<file path="src/rtl/hs_traffic_master_if.sv">
// Valid/ready beat bus between the traffic master and its sink.
interface hs_traffic_master_if #(
    parameter int unsigned DATA_W = 8
) ();
    logic              valid;
    logic              ready;
    logic [DATA_W-1:0] data;

    modport master (output valid, output data, input ready);
    modport slave  (input valid, input data, output ready);
endinterface

</file>
<file path="src/rtl/hs_traffic_master.sv">
// Valid/ready traffic source: incrementing wrapping pattern in on/off bursts,
// optional skid-buffer output slice, saturating transfer/stall statistics.
//
// state   | meaning
// --------+-------------------------------------------------------------
// ST_IDLE | waiting for START_DELAY enabled cycles before the first burst
// ST_ON   | burst window, new beats may be offered (ON_CYCLES long)
// ST_OFF  | gap window, no new beats are loaded (OFF_CYCLES long)
module hs_traffic_master #(
    parameter int unsigned DATA_W      = 8,
    parameter int unsigned START_VAL   = 2,
    parameter int unsigned END_VAL     = 255,
    parameter int unsigned START_DELAY = 10,
    parameter int unsigned ON_CYCLES   = 5,
    parameter int unsigned OFF_CYCLES  = 5,
    parameter int unsigned OUT_REG     = 1,
    parameter int unsigned CNT_W       = 16
) (
    input  logic                     sys_clk,
    input  logic                     reset,
    input  logic                     enable_i,
    hs_traffic_master_if.master      bus,
    output logic [CNT_W-1:0]         xfer_cnt_o,
    output logic [CNT_W-1:0]         stall_cnt_o,
    output logic                     wrap_o
);

    localparam logic [DATA_W-1:0] START_D = DATA_W'(START_VAL);
    localparam logic [DATA_W-1:0] END_D   = DATA_W'(END_VAL);
    localparam logic [DATA_W-1:0] ONE_D   = {{(DATA_W-1){1'b0}}, 1'b1};
    localparam logic [CNT_W-1:0]  ONE_C   = {{(CNT_W-1){1'b0}}, 1'b1};
    localparam logic [CNT_W-1:0]  MAX_C   = '1;

    typedef enum logic [1:0] {ST_IDLE, ST_ON, ST_OFF} state_t;

    state_t            state_q;
    logic [31:0]       tmr_q;

    logic              src_valid_q;
    logic [DATA_W-1:0] src_data_q;
    logic [DATA_W-1:0] pat_q;
    logic              src_acc;

    logic [CNT_W-1:0]  xfer_q;
    logic [CNT_W-1:0]  stall_q;
    logic              wrap_q;

    // Window FSM; the timer is a down-counter that fires on terminal count 1.
    always_ff @(posedge sys_clk or posedge reset) begin
        if (reset) begin
            state_q <= ST_IDLE;
            tmr_q   <= 32'(START_DELAY);
        end else if (!enable_i) begin
            state_q <= ST_IDLE;
            tmr_q   <= 32'(START_DELAY);
        end else begin
            case (state_q)
                ST_IDLE: begin
                    if (tmr_q == 32'd1) begin
                        state_q <= ST_ON;
                        tmr_q   <= 32'(ON_CYCLES);
                    end else begin
                        tmr_q <= tmr_q - 32'd1;
                    end
                end
                ST_ON: begin
                    if (tmr_q == 32'd1) begin
                        state_q <= ST_OFF;
                        tmr_q   <= 32'(OFF_CYCLES);
                    end else begin
                        tmr_q <= tmr_q - 32'd1;
                    end
                end
                ST_OFF: begin
                    if (tmr_q == 32'd1) begin
                        state_q <= ST_ON;
                        tmr_q   <= 32'(ON_CYCLES);
                    end else begin
                        tmr_q <= tmr_q - 32'd1;
                    end
                end
                default: begin
                    state_q <= ST_IDLE;
                    tmr_q   <= 32'(START_DELAY);
                end
            endcase
        end
    end

    // Source beat: load the next pattern value only when the slot is free,
    // so a pending beat is never altered. pat_q holds the value to offer next
    // and steps once per loaded beat, which equals once per accepted beat.
    always_ff @(posedge sys_clk or posedge reset) begin
        if (reset) begin
            src_valid_q <= 1'b0;
            src_data_q  <= START_D;
            pat_q       <= START_D;
        end else if ((state_q == ST_ON) && (!src_valid_q || src_acc)) begin
            src_valid_q <= 1'b1;
            src_data_q  <= pat_q;
            pat_q       <= (pat_q == END_D) ? START_D : pat_q + ONE_D;
        end else if (src_acc) begin
            src_valid_q <= 1'b0;
        end
    end

    generate
        if (OUT_REG == 0) begin : g_direct
            assign bus.valid = src_valid_q;
            assign bus.data  = src_data_q;
            assign src_acc   = src_valid_q & bus.ready;
        end else begin : g_skid
            logic              out_valid_q;
            logic [DATA_W-1:0] out_data_q;
            logic              skid_valid_q;
            logic [DATA_W-1:0] skid_data_q;
            logic              rdy_int_q;
            logic              out_fire;

            assign out_fire  = out_valid_q & bus.ready;
            // Source side only sees the registered ready, cutting the ready path.
            assign src_acc   = src_valid_q & rdy_int_q;
            assign bus.valid = out_valid_q;
            assign bus.data  = out_data_q;

            // Two-entry skid slice; rdy_int_q tracks "skid entry empty".
            always_ff @(posedge sys_clk or posedge reset) begin
                if (reset) begin
                    out_valid_q  <= 1'b0;
                    out_data_q   <= START_D;
                    skid_valid_q <= 1'b0;
                    skid_data_q  <= '0;
                    rdy_int_q    <= 1'b0;
                end else if (out_fire || !out_valid_q) begin
                    rdy_int_q <= 1'b1;
                    if (skid_valid_q) begin
                        out_valid_q  <= 1'b1;
                        out_data_q   <= skid_data_q;
                        skid_valid_q <= 1'b0;
                    end else begin
                        out_valid_q <= src_acc;
                        if (src_acc) begin
                            out_data_q <= src_data_q;
                        end
                    end
                end else if (src_acc) begin
                    skid_valid_q <= 1'b1;
                    skid_data_q  <= src_data_q;
                    rdy_int_q    <= 1'b0;
                end
            end
        end
    endgenerate

    // Output-side statistics (saturating) and the registered wrap pulse.
    always_ff @(posedge sys_clk or posedge reset) begin
        if (reset) begin
            xfer_q  <= '0;
            stall_q <= '0;
            wrap_q  <= 1'b0;
        end else begin
            if (bus.valid && bus.ready && (xfer_q != MAX_C)) begin
                xfer_q <= xfer_q + ONE_C;
            end
            if (bus.valid && !bus.ready && (stall_q != MAX_C)) begin
                stall_q <= stall_q + ONE_C;
            end
            wrap_q <= bus.valid && bus.ready && (bus.data == END_D);
        end
    end

    assign xfer_cnt_o  = xfer_q;
    assign stall_cnt_o = stall_q;
    assign wrap_o      = wrap_q;

endmodule

</file>
<file path="src/flat_wrapper.sv">
// flat-port wrapper written by rule: the top's interface ports become plain ports
module hs_traffic_master_flat 
#(
    parameter int unsigned DATA_W      = 8,
    parameter int unsigned START_VAL   = 2,
    parameter int unsigned END_VAL     = 255,
    parameter int unsigned START_DELAY = 10,
    parameter int unsigned ON_CYCLES   = 5,
    parameter int unsigned OFF_CYCLES  = 5,
    parameter int unsigned OUT_REG     = 1,
    parameter int unsigned CNT_W       = 16
)
  (sys_clk, reset, enable_i, xfer_cnt_o, stall_cnt_o, wrap_o, bus_valid, bus_data, bus_ready);
  hs_traffic_master_if #(.DATA_W(DATA_W)) bus_i ();
  input  logic sys_clk;
  input  logic reset;
  input  logic enable_i;
  output logic [CNT_W-1:0] xfer_cnt_o;
  output logic [CNT_W-1:0] stall_cnt_o;
  output logic wrap_o;
  output wire logic [$bits(bus_i.valid)-1:0] bus_valid;
  output wire logic [$bits(bus_i.data)-1:0] bus_data;
  input wire logic [$bits(bus_i.ready)-1:0] bus_ready;
  assign bus_valid = bus_i.valid;
  assign bus_data = bus_i.data;
  assign bus_i.ready = bus_ready;
  hs_traffic_master #(.DATA_W(DATA_W), .START_VAL(START_VAL), .END_VAL(END_VAL), .START_DELAY(START_DELAY), .ON_CYCLES(ON_CYCLES), .OFF_CYCLES(OFF_CYCLES), .OUT_REG(OUT_REG), .CNT_W(CNT_W)) u_core (.sys_clk(sys_clk), .reset(reset), .enable_i(enable_i), .bus(bus_i), .xfer_cnt_o(xfer_cnt_o), .stall_cnt_o(stall_cnt_o), .wrap_o(wrap_o));
endmodule
</file>
<file path="config.mk">
export PLATFORM = sky130hd
export DESIGN_NAME = hs_traffic_master_flat
export DESIGN_NICKNAME = d
export VERILOG_FILES = /design/src/rtl/hs_traffic_master_if.sv /design/src/rtl/hs_traffic_master.sv /design/src/flat_wrapper.sv
export SDC_FILE = /design/constraint.sdc
export NUM_CORES = 1
export LEC_CHECK = 0
export ABC_CLOCK_PERIOD_IN_PS = 3300
export CAP_MARGIN = 20
export CORE_MARGIN = 1.5
export CORE_UTILIZATION = 38
export DETAILED_ROUTE_END_ITERATION = 10
export GPL_ROUTABILITY_DRIVEN = 0
export SLEW_MARGIN = 10
export SYNTH_ARGS = -nofsm -noshare
export SYNTH_HDL_FRONTEND = slang
export SYNTH_SLANG_ARGS = --single-unit
</file>
<file path="constraint.sdc">
create_clock -name sys_clk -period 3.3 [get_ports sys_clk]
set_input_delay 0.33 -clock sys_clk [delete_from_list [all_inputs] [get_ports sys_clk]]
set_output_delay 0.33 -clock sys_clk [all_outputs]
set_load 0.05 [all_outputs]
</file>
==> reports/metrics.cfg <==
[critical_path]
crit_family=simple AND/OR/NAND/NOR gates
crit_slowest_cell=or4b_1
path_max_fanout=13
crit_path_start_kind=flop
r2r_cells=5
path_buf_inv=0
crit_chain=or4_1 -> or4b_1 -> nor4_1 -> xnor2_1 -> nor2_1
r2r_slack_ns=0.69
crit_required_ns=3.52
r2r-start=u_core.tmr_q[16]
r2r-end=u_core.tmr_q[31]
endpoint_kind=flop
worstPathArrival_ns=2.83
critPathMaxStageDelay_ns=0.78
worst-setup-path-type=reg2reg

[clocking]
cts_buffer_depth=2
cts_buffers=9
clock-sinks=103
clk_pin_slew_ns=0.07
clk_latency_ns=0.34
root_buffer=clkbuf_16
ctsHoldBuffers=0
cts_setup_buffers=0
cts_tree=done
cts.repair.resized=0
cts_htree_levels=3

[place]
pre_cts_ws_ns=0.681
portBuffers=45
dp_hpwl_um=6240
placed_area_um2=5430

[power_and_ir_drop]
p_leak_nw=2.56
ir_worst_vdd_mv=0.245
power_density_nw_per_um2=609

[status]
outcome=finished, final reports clean

[layout]
n_fill_cell=1172
nNetsFinal=524
layout-drive-gt1-share_pct=8.65
layout_common_cells=98 x dfrtp_1, 63 x nor2_1, 57 x nand2_1
antenna_cells=0
syn_to_final_growth_pct=19.1
final_area_um2=5720
layout_commonest_cell=dfrtp_1

[logic_synthesis]
netlist.area_leader.share_pct=51.1
synth_cell_types=45
syn_area_um2=4800
syn_nets=478
synth_seq_area_share_pct=53.8
synth_area_leader_cell=dfrtp_1
ys_ff_latch=103
ys_warn_count=0
synth_area_leaders=dfrtp_1 51%, xnor2_1 5.8%, nor2_1 4.9%
syn_area_per_cell_um2=10.2
synthCells=469

[routing]
final_antenna_net_count=0
num_vias=3459
avgViaCountPerCell=5.03
wirelength_um=9060
drt-wirelength-per-cell_um=13.2
drt-pass1-iter-count=5
drt-initial-drc-count=195
drc_errors=0

[floorplan]
die_y_um=115
fp.coreArea_um2=12200
dieArea_um2=13300
num_rows=40
fp.dieW_um=115
start_util_pct=39.5
io_pins=46

[global_routing]
grt_usage_pct=14.7
grt_pass1_wl_um=15500
grt_max_degree=75
grt_antenna_before_repair=0
grt_pass1_vias=3403
overflow=0

[timing]
tightest_slew_ns=0.873
rsz0062_at_grt=false
setup_tns_ns=0
fin_skew_ns=0.00398
max-slew-margin-rel_pct=41.6
setup_viol_count_final=0
post-route-period-util_pct=79.1
period_minus_slack_ns=2.61
hold_violations=0
max_freq_mhz=383
worst_slack_ns=0.691
drv_slew=0

[flow_run]
cap_violations=0

[worst_hold_path]
min_path_type=in2async

## Yosys cell counts
master     number
a211oi_1        1
a21o_1          1
a21oi_1        20
a311oi_1        1
a31oi_1         3
and2_1          2
and3_1          3
and4_1          4
buf_2           1
buf_4           2
buf_6           2
clkbuf_1        8
dfrtp_1        98
dfstp_2         5
ha_1            5
inv_1           8
mux2_2         10
mux2i_1        11
nand2_1        57
nand2b_1        3
nand3_1        18
nand3b_1        3
nand4_1        14
nand4b_1        1
nor2_1         63
nor2_2          1
nor2b_1         2
nor3_1         12
nor3b_1         1
nor4_1         13
nor4b_1         1
o2111ai_1       1
o21a_1          2
o21ai_0        14
o21ai_2         2
o31ai_1         1
o41ai_1         2
or2_2           3
or3_1           5
or3_4           1
or4_1           6
or4_4           5
or4b_1          1
xnor2_1        32
xor2_1         20
## cell families after synthesis
family	synth area share (%)
buffers and inverters	2.14
muxes	4.64
adders and majority gates	1.30
xor gates and xnor gates	9.49
AOI/OAI and AO/OA	5.81
DFF	53.8
and+or+nand+nor	22.8
## layout make-up
cell class | instances | area (um^2) | area share (%)
repair buffers | 48 | 485 | 8.49
clock inverters | 5 | 58.8 | 1.03
well taps | 168 | 210 | 3.68
flip-flops and latches | 103 | 2580 | 45.2
inverters | 8 | 32.5 | 0.569
multi-input cells | 345 | 2110 | 37.0
clock buffers | 11 | 233 | 4.07
## worst max-delay path by stage
stage | startpoint | to | slack, ns | cells after the start
2_1_floorplan | reset | u_core.bus.data[0] | 0.27 | 1
3_3_place_gp | u_core.tmr_q[16] | u_core.tmr_q[31] | 0.74 | 5
3_5_place_dp | u_core.tmr_q[16] | u_core.tmr_q[31] | 0.68 | 5
4_1_cts | u_core.tmr_q[16] | u_core.tmr_q[31] | 0.69 | 5
5_1_grt | u_core.tmr_q[16] | u_core.tmr_q[31] | 0.53 | 5
6_report | u_core.tmr_q[16] | u_core.tmr_q[31] | 0.69 | 5
## flip-flops by register name, summed over array words and instances (netlist names)
signal                      flops
u_core.wrap_o                   1
u_core.stall_cnt_o             16
u_core.bus.data                 8
u_core.bus.valid                1
u_core.g_skid.rdy_int_q         1
u_core.g_skid.skid_valid_q      1
u_core.state_q                  2
u_core.src_data_q               8
u_core.tmr_q                   32
u_core.xfer_cnt_o              16
u_core.src_valid_q              1
u_core.g_skid.skid_data_q       8
u_core.pat_q                    8
## worst reg2reg max path, cell delays in order, from the launching register on
cell	delay (ns)
dfrtp_1	0.41
or4_1	0.69
or4b_1	0.78
nor4_1	0.40
xnor2_1	0.16
nor2_1	0.05
## layer usage
| metal | up-vias | GRT usage [%] | routed length (um) |
|---|---|---|---|
| met5 | - | 0 | 0 |
| met4 | 0 | 6.42 | 142 |
| met3 | 9 | 3.85 | 339 |
| met2 | 50 | 23.6 | 4100 |
| met1 | 1667 | 18.8 | 4480 |
| li1 | 1733 | - | - |
## report_power, final
group | internal (W) | switching (W)
sequential | 0.00141 | 0.000147
clock | 0.000589 | 0.000465
combinational | 0.000306 | 0.000562
## metrics by stage
stage	std cells	hold WS [ns]	total power, W	utilization (%)
floorplan	469	0.445	0.00219	-
global placement	672	0.460	0.00245	44.6
detailed placement	672	0.463	0.00246	44.6
CTS	688	0.339	0.00353	47.0
global route	688	0.352	0.00367	47.0
finish	688	0.328	0.00348	47.0
Note: power is estimated with default switching activity, not from simulation.
